**src/rtl/jt12_pg_pm.sv**
```systemverilog
// jt12_pg_pm: JT12 operator phase generator, time-multiplexed over SLOTS operator slots
// Ports:
//   clk, rst_n, clk_en       clock, asynchronous active-low reset, pipeline/ring advance enable
//   fnum_I, block_I          F-number and octave of the slot entering stage I
//   lfo_mod_I, pms_I         LFO PM value {sign, magnitude} and PM sensitivity, stage I
//   dt_off_III, dt_neg_III   detune magnitude and sign for the slot at stage III
//   mul_IV                   frequency multiplier for the slot at stage IV
//   pg_rst_III               phase reset request for the slot at stage III
//   pg_stop                  accumulator freeze for the slot at stage V
//   keycode_III              keycode of the slot at stage III
//   phase_VI                 top OUTW accumulator bits of the slot at stage VI
module jt12_pg_pm #(
    parameter int SLOTS = 24,
    parameter int PHW   = 20,
    parameter int OUTW  = 10,
    parameter bit PMEN  = 1'b1
) (
    input  logic            clk,
    input  logic            rst_n,
    input  logic            clk_en,
    input  logic [10:0]     fnum_I,
    input  logic [2:0]      block_I,
    input  logic [4:0]      lfo_mod_I,
    input  logic [2:0]      pms_I,
    input  logic [4:0]      dt_off_III,
    input  logic            dt_neg_III,
    input  logic [3:0]      mul_IV,
    input  logic            pg_rst_III,
    input  logic            pg_stop,
    output logic [4:0]      keycode_III,
    output logic [OUTW-1:0] phase_VI
);
    localparam logic [3:0] PM_DEPTH [8] = '{4'd0, 4'd1, 4'd2, 4'd3, 4'd4, 4'd6, 4'd8, 4'd12};

    logic [11:0]     fnum_pm_II_q, fnum_pm_II_d;
    logic [2:0]      block_II_q;
    logic [4:0]      keycode_II_q, keycode_II_d, keycode_III_q;
    logic [17:0]     phinc_III_q, phinc_III_d;
    logic [17:0]     phinc_IV_q, phinc_IV_d;
    logic            pg_rst_IV_q, pg_rst_V_q;
    logic [PHW-1:0]  phinc_V_q, phinc_V_d;
    logic [PHW-1:0]  ring_q [SLOTS];
    logic [PHW-1:0]  ring_out, phase_in;
    logic [OUTW-1:0] phase_VI_q;
    logic [3:0]      pm_depth;
    logic [14:0]     pm_prod;
    logic [8:0]      pm_off;
    logic [17:0]     fnum_ext;

    always_comb begin
        pm_depth     = PMEN ? PM_DEPTH[pms_I] : 4'd0;
        // 127 x 15 x 12 = 22860 at most, so 15 bits hold the product exactly
        pm_prod      = 15'(fnum_I[10:4]) * 15'(lfo_mod_I[3:0]) * 15'(pm_depth);
        pm_off       = 9'(pm_prod >> 6);
        // the offset never exceeds ~0.18 fnum, so neither direction can wrap
        fnum_pm_II_d = lfo_mod_I[4] ? {1'b0, fnum_I} - {3'd0, pm_off}
                                    : {1'b0, fnum_I} + {3'd0, pm_off};
        keycode_II_d = {block_I, fnum_I[10], fnum_I[10] ? |fnum_I[9:7] : &fnum_I[9:7]};
        fnum_ext     = {6'd0, fnum_pm_II_q};
        phinc_III_d  = block_II_q == 3'd0 ? fnum_ext >> 1 : fnum_ext << (block_II_q - 3'd1);
        phinc_IV_d   = dt_neg_III ? phinc_III_q - {13'd0, dt_off_III}
                                  : phinc_III_q + {13'd0, dt_off_III};
        phinc_V_d    = mul_IV == 4'd0 ? PHW'(phinc_IV_q >> 1) : PHW'(phinc_IV_q) * PHW'(mul_IV);
        // the ring tail holds this slot's phase from one revolution ago
        ring_out     = ring_q[SLOTS-1];
        phase_in     = pg_rst_V_q ? '0 : pg_stop ? ring_out : ring_out + phinc_V_q;
    end

    always_ff @(posedge clk or negedge rst_n) begin
        if (!rst_n) begin
            fnum_pm_II_q  <= '0;
            block_II_q    <= '0;
            keycode_II_q  <= '0;
            keycode_III_q <= '0;
            phinc_III_q   <= '0;
            phinc_IV_q    <= '0;
            pg_rst_IV_q   <= 1'b0;
            phinc_V_q     <= '0;
            pg_rst_V_q    <= 1'b0;
            phase_VI_q    <= '0;
            for (int i = 0; i < SLOTS; i++) ring_q[i] <= '0;
        end else if (clk_en) begin
            fnum_pm_II_q  <= fnum_pm_II_d;
            block_II_q    <= block_I;
            keycode_II_q  <= keycode_II_d;
            keycode_III_q <= keycode_II_q;
            phinc_III_q   <= phinc_III_d;
            phinc_IV_q    <= phinc_IV_d;
            pg_rst_IV_q   <= pg_rst_III;
            phinc_V_q     <= phinc_V_d;
            pg_rst_V_q    <= pg_rst_IV_q;
            phase_VI_q    <= phase_in[PHW-1 -: OUTW];
            ring_q[0]     <= phase_in;
            for (int i = 1; i < SLOTS; i++) ring_q[i] <= ring_q[i-1];
        end
    end

    assign keycode_III = keycode_III_q;
    assign phase_VI    = phase_VI_q;
endmodule

```
**config.mk**
```make
export PLATFORM = sky130hd
export DESIGN_NAME = jt12_pg_pm
export DESIGN_NICKNAME = d
export VERILOG_FILES = /design/src/rtl/jt12_pg_pm.sv
export SDC_FILE = /design/constraint.sdc
export NUM_CORES = 1
export LEC_CHECK = 0
export BUFFER_PORTS_ARGS = -buffer_cell sky130_fd_sc_hd__buf_2
export CAP_MARGIN = 10
export CORE_MARGIN = 2
export CORE_UTILIZATION = 40
export CTS_CLUSTER_DIAMETER = 60
export DETAILED_ROUTE_END_ITERATION = 10
export PLACE_DENSITY_LB_ADDON = 0.08
export SYNTH_ARGS = -nofsm -noshare
export SYNTH_HDL_FRONTEND = slang
export SYNTH_SLANG_ARGS = --single-unit
```
**constraint.sdc**
```tcl
create_clock -name clk -period 4.9 [get_ports clk]
set_input_delay 0.735 -clock clk [delete_from_list [all_inputs] [get_ports clk]]
set_output_delay 0.735 -clock clk [all_outputs]
set_load 0.02 [all_outputs]
```
==> results.yml, run 1 <==
run_status:
  outcome: "finished with violations"
  violations: "setup timing"
clock_tree:
  cts_htree_levels: 3
  clk_latency_ps: 600
  clock-sinks: 560
  clock_path_buffers: 3
  postCtsHoldBufs: 0
  clkTransAtPathRegs_ps: 50
  cts_root_buf: "clkbuf_16"
  cts_tree: "done"
  numCtsBuffers: 67
sta:
  setup_slack_ps: -1713
  clock-skew-final_ps: 20.36
  hold_viol: 0
  post-route-period-util: 1.350
  min_period_ps: 6613
  finalHoldWorstSlack_ps: 233.9
  rsz0062_at_grt: "true"
  slew_viol_final: 0
  max_slew_margin: 0.3660
  worst_pin_slew_ps: 951.0
  fmax_ghz: 0.1512
  final-setup-viol-count: 11
worst_setup_path:
  r2r-start: "phinc_IV_q[1]"
  arrival_ps: 7140
  r2r-end: "phinc_V_q[19]"
  worstPathRequired_ps: 5420
  startpoint: "fnum_I[5]"
  crit_type: "in -> reg"
  worst-r2r-cell-count: 15
  crit_fanout: 4
  slowest_delay_ps: 570
  setup.worst_path.end: "fnum_pm_II_q[10]"
  cp-end-kind: "flip-flop"
  slowest_stage: "fa_2"
  r2r_slack_ps: 620
  cp-start-kind: "input pin"
synthesis:
  synthAdderAreaFrac: 0.09176
  synth-seq-area-share: 0.5033
  synth_compound_area_frac: 0.06790
  synth_ff_type: "dfrtp_1"
  synth_enable_flop_cells: 0
  ys_types: 78
  synthCells: 2240
  ys_ff_latch: 560
  synth_nets: 2444
  ys_warn_count: 0
  yosys.area_share.simple: 0.07298
  muxShareOfSynthArea: 0.2109
  syn_area_mm2: 0.02784
  synth_top_family_by_area: "multiplexers"
  avgSynthCellArea_um2: 12.43
  synthArstFlopShare: 1.000
  yosys.area_share.xor_xnor: 0.02139
die:
  ioPinCount: 52
  coreArea_mm2: 0.06871
  die-width_um: 267.8
  die_height_um: 267.8
  rows: 96
  start_util: 0.4053
  die_area_mm2: 0.07174
placement:
  place.gp.congestion: 0.8047
  port_buffers: 51
  dp_hpwl_um: 34220
detailed_routing:
  antenna_left: 0
  top_layer: "met4"
  wl_met2_um: 24980
  remaining_drc_errors: 0
  wl_met3_um: 1357
  routed-via-count: 16900
  wl_met1_um: 23690
  wl_per_cell_um: 15.35
  dr.pass1.iters: 7
  totalWireLength_um: 51430
  drt-initial-drc-count: 840
  vias_per_cell: 5.045
global_routing:
  grt_usage: 0.1488
  antenna_found_initial: 1
  grt_pass1_vias: 17820
  globalRouteOverflowTotal: 0
  grt_max_degree: 164
  grt_pass1_wl_um: 88290
final_layout:
  nets: 2581
  fin_util: 0.4751
  layout_common_cells: "dfrtp_1, mux2_2, nor2_1, nand2_1, buf_4"
  area_growth_pct: 17.23
  mostFrequentLayoutCell: "dfrtp_1"
  drive_gt1_frac: 0.3625
  diodes: 0
run:
  maxCapViolations: 0
hold_path:
  hp-class: "in -> async"
power:
  p_per_area_mw_per_mm2: 633.9
  vdd_drop_max_uv: 312.4
  leakage_nw: 15.86
[repair_timing]
action / in CTS / in global routing
setup buffers: 9 / 13
pin swaps: 32 / 39
endpoints found under the setup margin: 11 / 12
gates resized for setup: 39 / 41
[flip-flops by register name (all words and copies together), names as in the netlist]
register / flops
ring_q: 460
phinc_V_q: 20
ring_out: 20
phinc_III_q: 18
phinc_IV_q: 18
fnum_pm_II_q: 12
keycode_III: 5
block_II_q: 3
keycode_II_q: 2
pg_rst_IV_q: 1
pg_rst_V_q: 1
[worst min-delay path by stage]
stage | endpoint | slack (ps) | cells after the start
3_3_place_gp | keycode_II_q[0] | 460 | 1
4_1_cts | keycode_II_q[0] | 250 | 1
3_5_place_dp | keycode_II_q[0] | 460 | 1
5_1_grt | keycode_II_q[0] | 280 | 1
2_1_floorplan | block_II_q[0] | 440 | 0
6_report | keycode_II_q[0] | 230 | 1
[worst max-delay path, delay by kind of cell]
kind / cells / cell delay (ps)
fa+ha+maj: 7 / 2860
compound gates: 11 / 1680
simple gates: 6 / 730
buf+inv: 8 / 710
mux: 1 / 320
xor+xnor: 1 / 130
[cells by family after synthesis]
family	count (synthesis)
fa+ha+maj	167
buf+inv	222
compound gates	278
flops	560
simple gates	426
xor+xnor	68
mux	519
[per-stage QoR]
stage	total power, mW	setup TNS, ps	cell area (um2)	setup slack, ps	std cells
finish	20.69	-14530	32640	-1713	3350
global route	22.36	-16790	32640	-1969	3350
floorplan	13.41	-16850	28170	-2024	2240
global placement	15.40	-22080	30020	-2364	3217
detailed placement	15.61	-22940	30020	-2451	3217
CTS	20.70	-14310	32340	-1704	3337
[cell usage after synthesis (14+ instances only)]
cell       number  area share
ha_1          105       0.047
xor2_1         24      0.0075
nor2_1        126       0.017
fa_1           62       0.045
nand2b_1       14      0.0031
a21o_1         33      0.0089
o2bb2ai_1      20      0.0063
mux2i_1        23      0.0083
and2_1         46       0.010
nand3_1        24      0.0043
nand2_1       122       0.016
clkbuf_1       84       0.011
inv_1         112       0.015
xnor2_1        44       0.014
dfrtp_1       560        0.50
o21ai_0        37      0.0067
a21oi_1        84       0.015
nor3_1         23      0.0041
mux2_2        491        0.20
[routing by layer]
layer	up-vias	track usage
met3	96	0.02584
met2	167	0.2506
met4	0	0.05013
met5	-	0
met1	8537	0.1944
li1	8102	-
[power breakdown]
group / leakage [nW] / switching [mW] / internal, mW / total, mW
clock: 1.02 / 1.88 / 2.81 / 4.69
sequential: 7.38 / 1.10 / 6.51 / 7.61
combinational: 7.46 / 3.89 / 4.50 / 8.40
[layout make-up]
| class | count | area (um2) |
|---|---|---|
| fill | 6300 | 36060 |
| sequential | 560 | 14010 |
| multi-input combinational | 1458 | 13560 |
| clock buffer | 95 | 1903 |
| timing repair buffer | 176 | 1389 |
| tap | 931 | 1165 |
| inverter | 114 | 427.9 |
| clock inverter | 16 | 185.2 |
(Power assumes the default switching activity.)
==> run 2: changes to the inputs <==
--- a/config.mk
+++ b/config.mk
@@ -11,7 +11,6 @@
 export CORE_UTILIZATION = 40
 export CTS_CLUSTER_DIAMETER = 60
 export DETAILED_ROUTE_END_ITERATION = 10
-export PLACE_DENSITY_LB_ADDON = 0.08
 export SYNTH_ARGS = -nofsm -noshare
 export SYNTH_HDL_FRONTEND = slang
 export SYNTH_SLANG_ARGS = --single-unit
==> run 2 against run 1 <==
Net effect: the flow still finishes with violations (setup timing); sequential share of layout area hardly changed; design area hardly changed; count of clock-buffer cells in the layout decreased by 21; cell count fell by 0.33%; power increased by 0.82%; flip-flop and latch count unchanged; die area is the same; hold slack worse by 24 ps; combinational power decreased by 0.6%; critical endpoint is now fnum_pm_II_q[8]; largest cell class unchanged; largest power group unchanged.
==> results.yml, run 2 (synthesis gave the netlist of run 1 again) <==
final_layout:
  area_growth_pct: 17.32
  drive_gt1_frac: 0.3688
  mostFrequentLayoutCell: "dfrtp_1"
  nets: 2565
  top_register: "ring_q"
  final_area_mm2: 0.03267
  largest_reg_flops: 460
  diodes: 0
  fin_util: 0.4755
  layout_common_cells: "dfrtp_1, mux2_2, nor2_1, nand2_1, buf_4"
die:
  die_area_mm2: 0.07174
  die-width_um: 267.8
  die_height_um: 267.8
  start_util: 0.4053
  coreArea_mm2: 0.06871
  rows: 96
  ioPinCount: 52
power:
  vdd_drop_max_uv: 327.9
  leakage_nw: 15.85
  p_per_area_mw_per_mm2: 638.6
worst_setup_path:
  r2r-start: "phinc_IV_q[1]"
  crit_fanout: 5
  crit_family: "adder cells"
  crit_buf_inv: 8
  slowest_stage: "fa_1"
  cp-end-kind: "flip-flop"
  slowest_delay_ps: 540
  worstPathRequired_ps: 5370
  arrival_ps: 7150
  startpoint: "fnum_I[7]"
  crit_type: "in -> reg"
  cp_common_cell: "fa_1"
  cp-start-kind: "input pin"
sta:
  clock-skew-final_ps: 46.40
  slew_viol_final: 0
  fmax_ghz: 0.1498
  hold_viol: 0
  setup_slack_ps: -1773
  rsz0062_at_grt: "true"
  tns_ps: -15430
  worst_pin_slew_ps: 907.7
  post-route-period-util: 1.362
  min_period_ps: 6673
  final-setup-viol-count: 11
  finalHoldWorstSlack_ps: 209.6
  max_slew_margin: 0.3949
global_routing:
  grt_use_met3: 0.01970
  grt_pass1_vias: 17420
  grtUsageMet2: 0.2407
  grt_util_met1: 0.1876
  grt_usage: 0.1409
  antenna_found_initial: 1
  grt_pass1_wl_um: 84900
  globalRouteOverflowTotal: 0
  grt-busiest-layer: "met2"
  grt_max_degree: 159
hold_path:
  hp-class: "in -> async"
placement:
  place.gp.congestion: 0.8217
  dp_hpwl_um: 33610
  dpl_worst_slack_ps: -2499
  port_buffers: 51
  place_area_mm2: 0.02997
run_status:
  violations: "setup timing"
  outcome: "finished with violations"
clock_tree:
  numCtsBuffers: 58
  clkTransAtPathRegs_ps: 60
  clock-sinks: 560
  cts_tree: "done"
  cts_htree_levels: 2
  cts_root_buf: "clkbuf_16"
  clock_path_buffers: 3
  clk_latency_ps: 640
detailed_routing:
  drt-initial-drc-count: 924
  wl_per_cell_um: 14.83
  dr.pass1.iters: 5
  remaining_drc_errors: 0
  vias_per_cell: 5.021
  routed-via-count: 16770
  antenna_left: 0
  totalWireLength_um: 49510
run:
  maxCapViolations: 0
## run 2: worst paths after layout
check / slack (ps) / to / cells after the start
worst max-delay path: -1770 / fnum_pm_II_q[8] / 32
worst min-delay path: 210 / ring_q[197] / 1
worst max register to register: 700 / phinc_V_q[19] / 14
worst min register to register: 480 / ring_q[394] / 1
max in group asynchronous: 3390 / ring_q[131] / 2
min in group clk: 350 / block_II_q[2] / 2
## run 2: what timing repair did
action,4_1_cts,5_1_grt
buffers inserted,9,8
resized for setup,47,46
hold buffers,0,0
endpoints found under the setup margin,11,11
pin swaps,51,45
## run 2: final cells by class
| class | count | area (um2) |
|---|---|---|
| clock buffers | 74 | 1612 |
| clock inverters | 33 | 585.6 |
| fillers | 6183 | 36040 |
| inverters | 114 | 427.9 |
| multi-input cells | 1458 | 13560 |
| flip-flops and latches | 560 | 14010 |
| well taps | 931 | 1165 |
| repair buffers | 169 | 1305 |
## run 2: per-stage QoR
stage / std cells / total power, mW
2_1_floorplan: 2240 / 13.41
5_1_grt: 3339 / 22.44
6_report: 3339 / 20.86
3_5_place_dp: 3217 / 15.54
3_3_place_gp: 3217 / 15.19
4_1_cts: 3333 / 20.81
## run 2: where the power goes
part           internal, mW  switching, mW
Combinational          4.48           3.87
Sequential             6.51           1.13
Clock                  2.99           1.89
## run 2: layer usage
| layer | up-vias | share of wire |
|---|---|---|
| li1 | 8044 | - |
| met1 | 8496 | 0.47 |
| met2 | 160 | 0.49 |
| met3 | 66 | 0.026 |
| met4 | 0 | 0.019 |
| met5 | - | 0 |
## run 2: worst register-to-register path, stage by stage (launching register included)
cell and delay, ps:
dfrtp_1 460, nand2_1 110, fa_1 500, fa_1 540, inv_1 70, ha_1 290, a21o_1 150, a21o_1 210
a2111oi_0 490, buf_4 210, o31ai_1 130, a311oi_1 430, a21oi_1 150, xnor2_1 200, o22ai_1 80
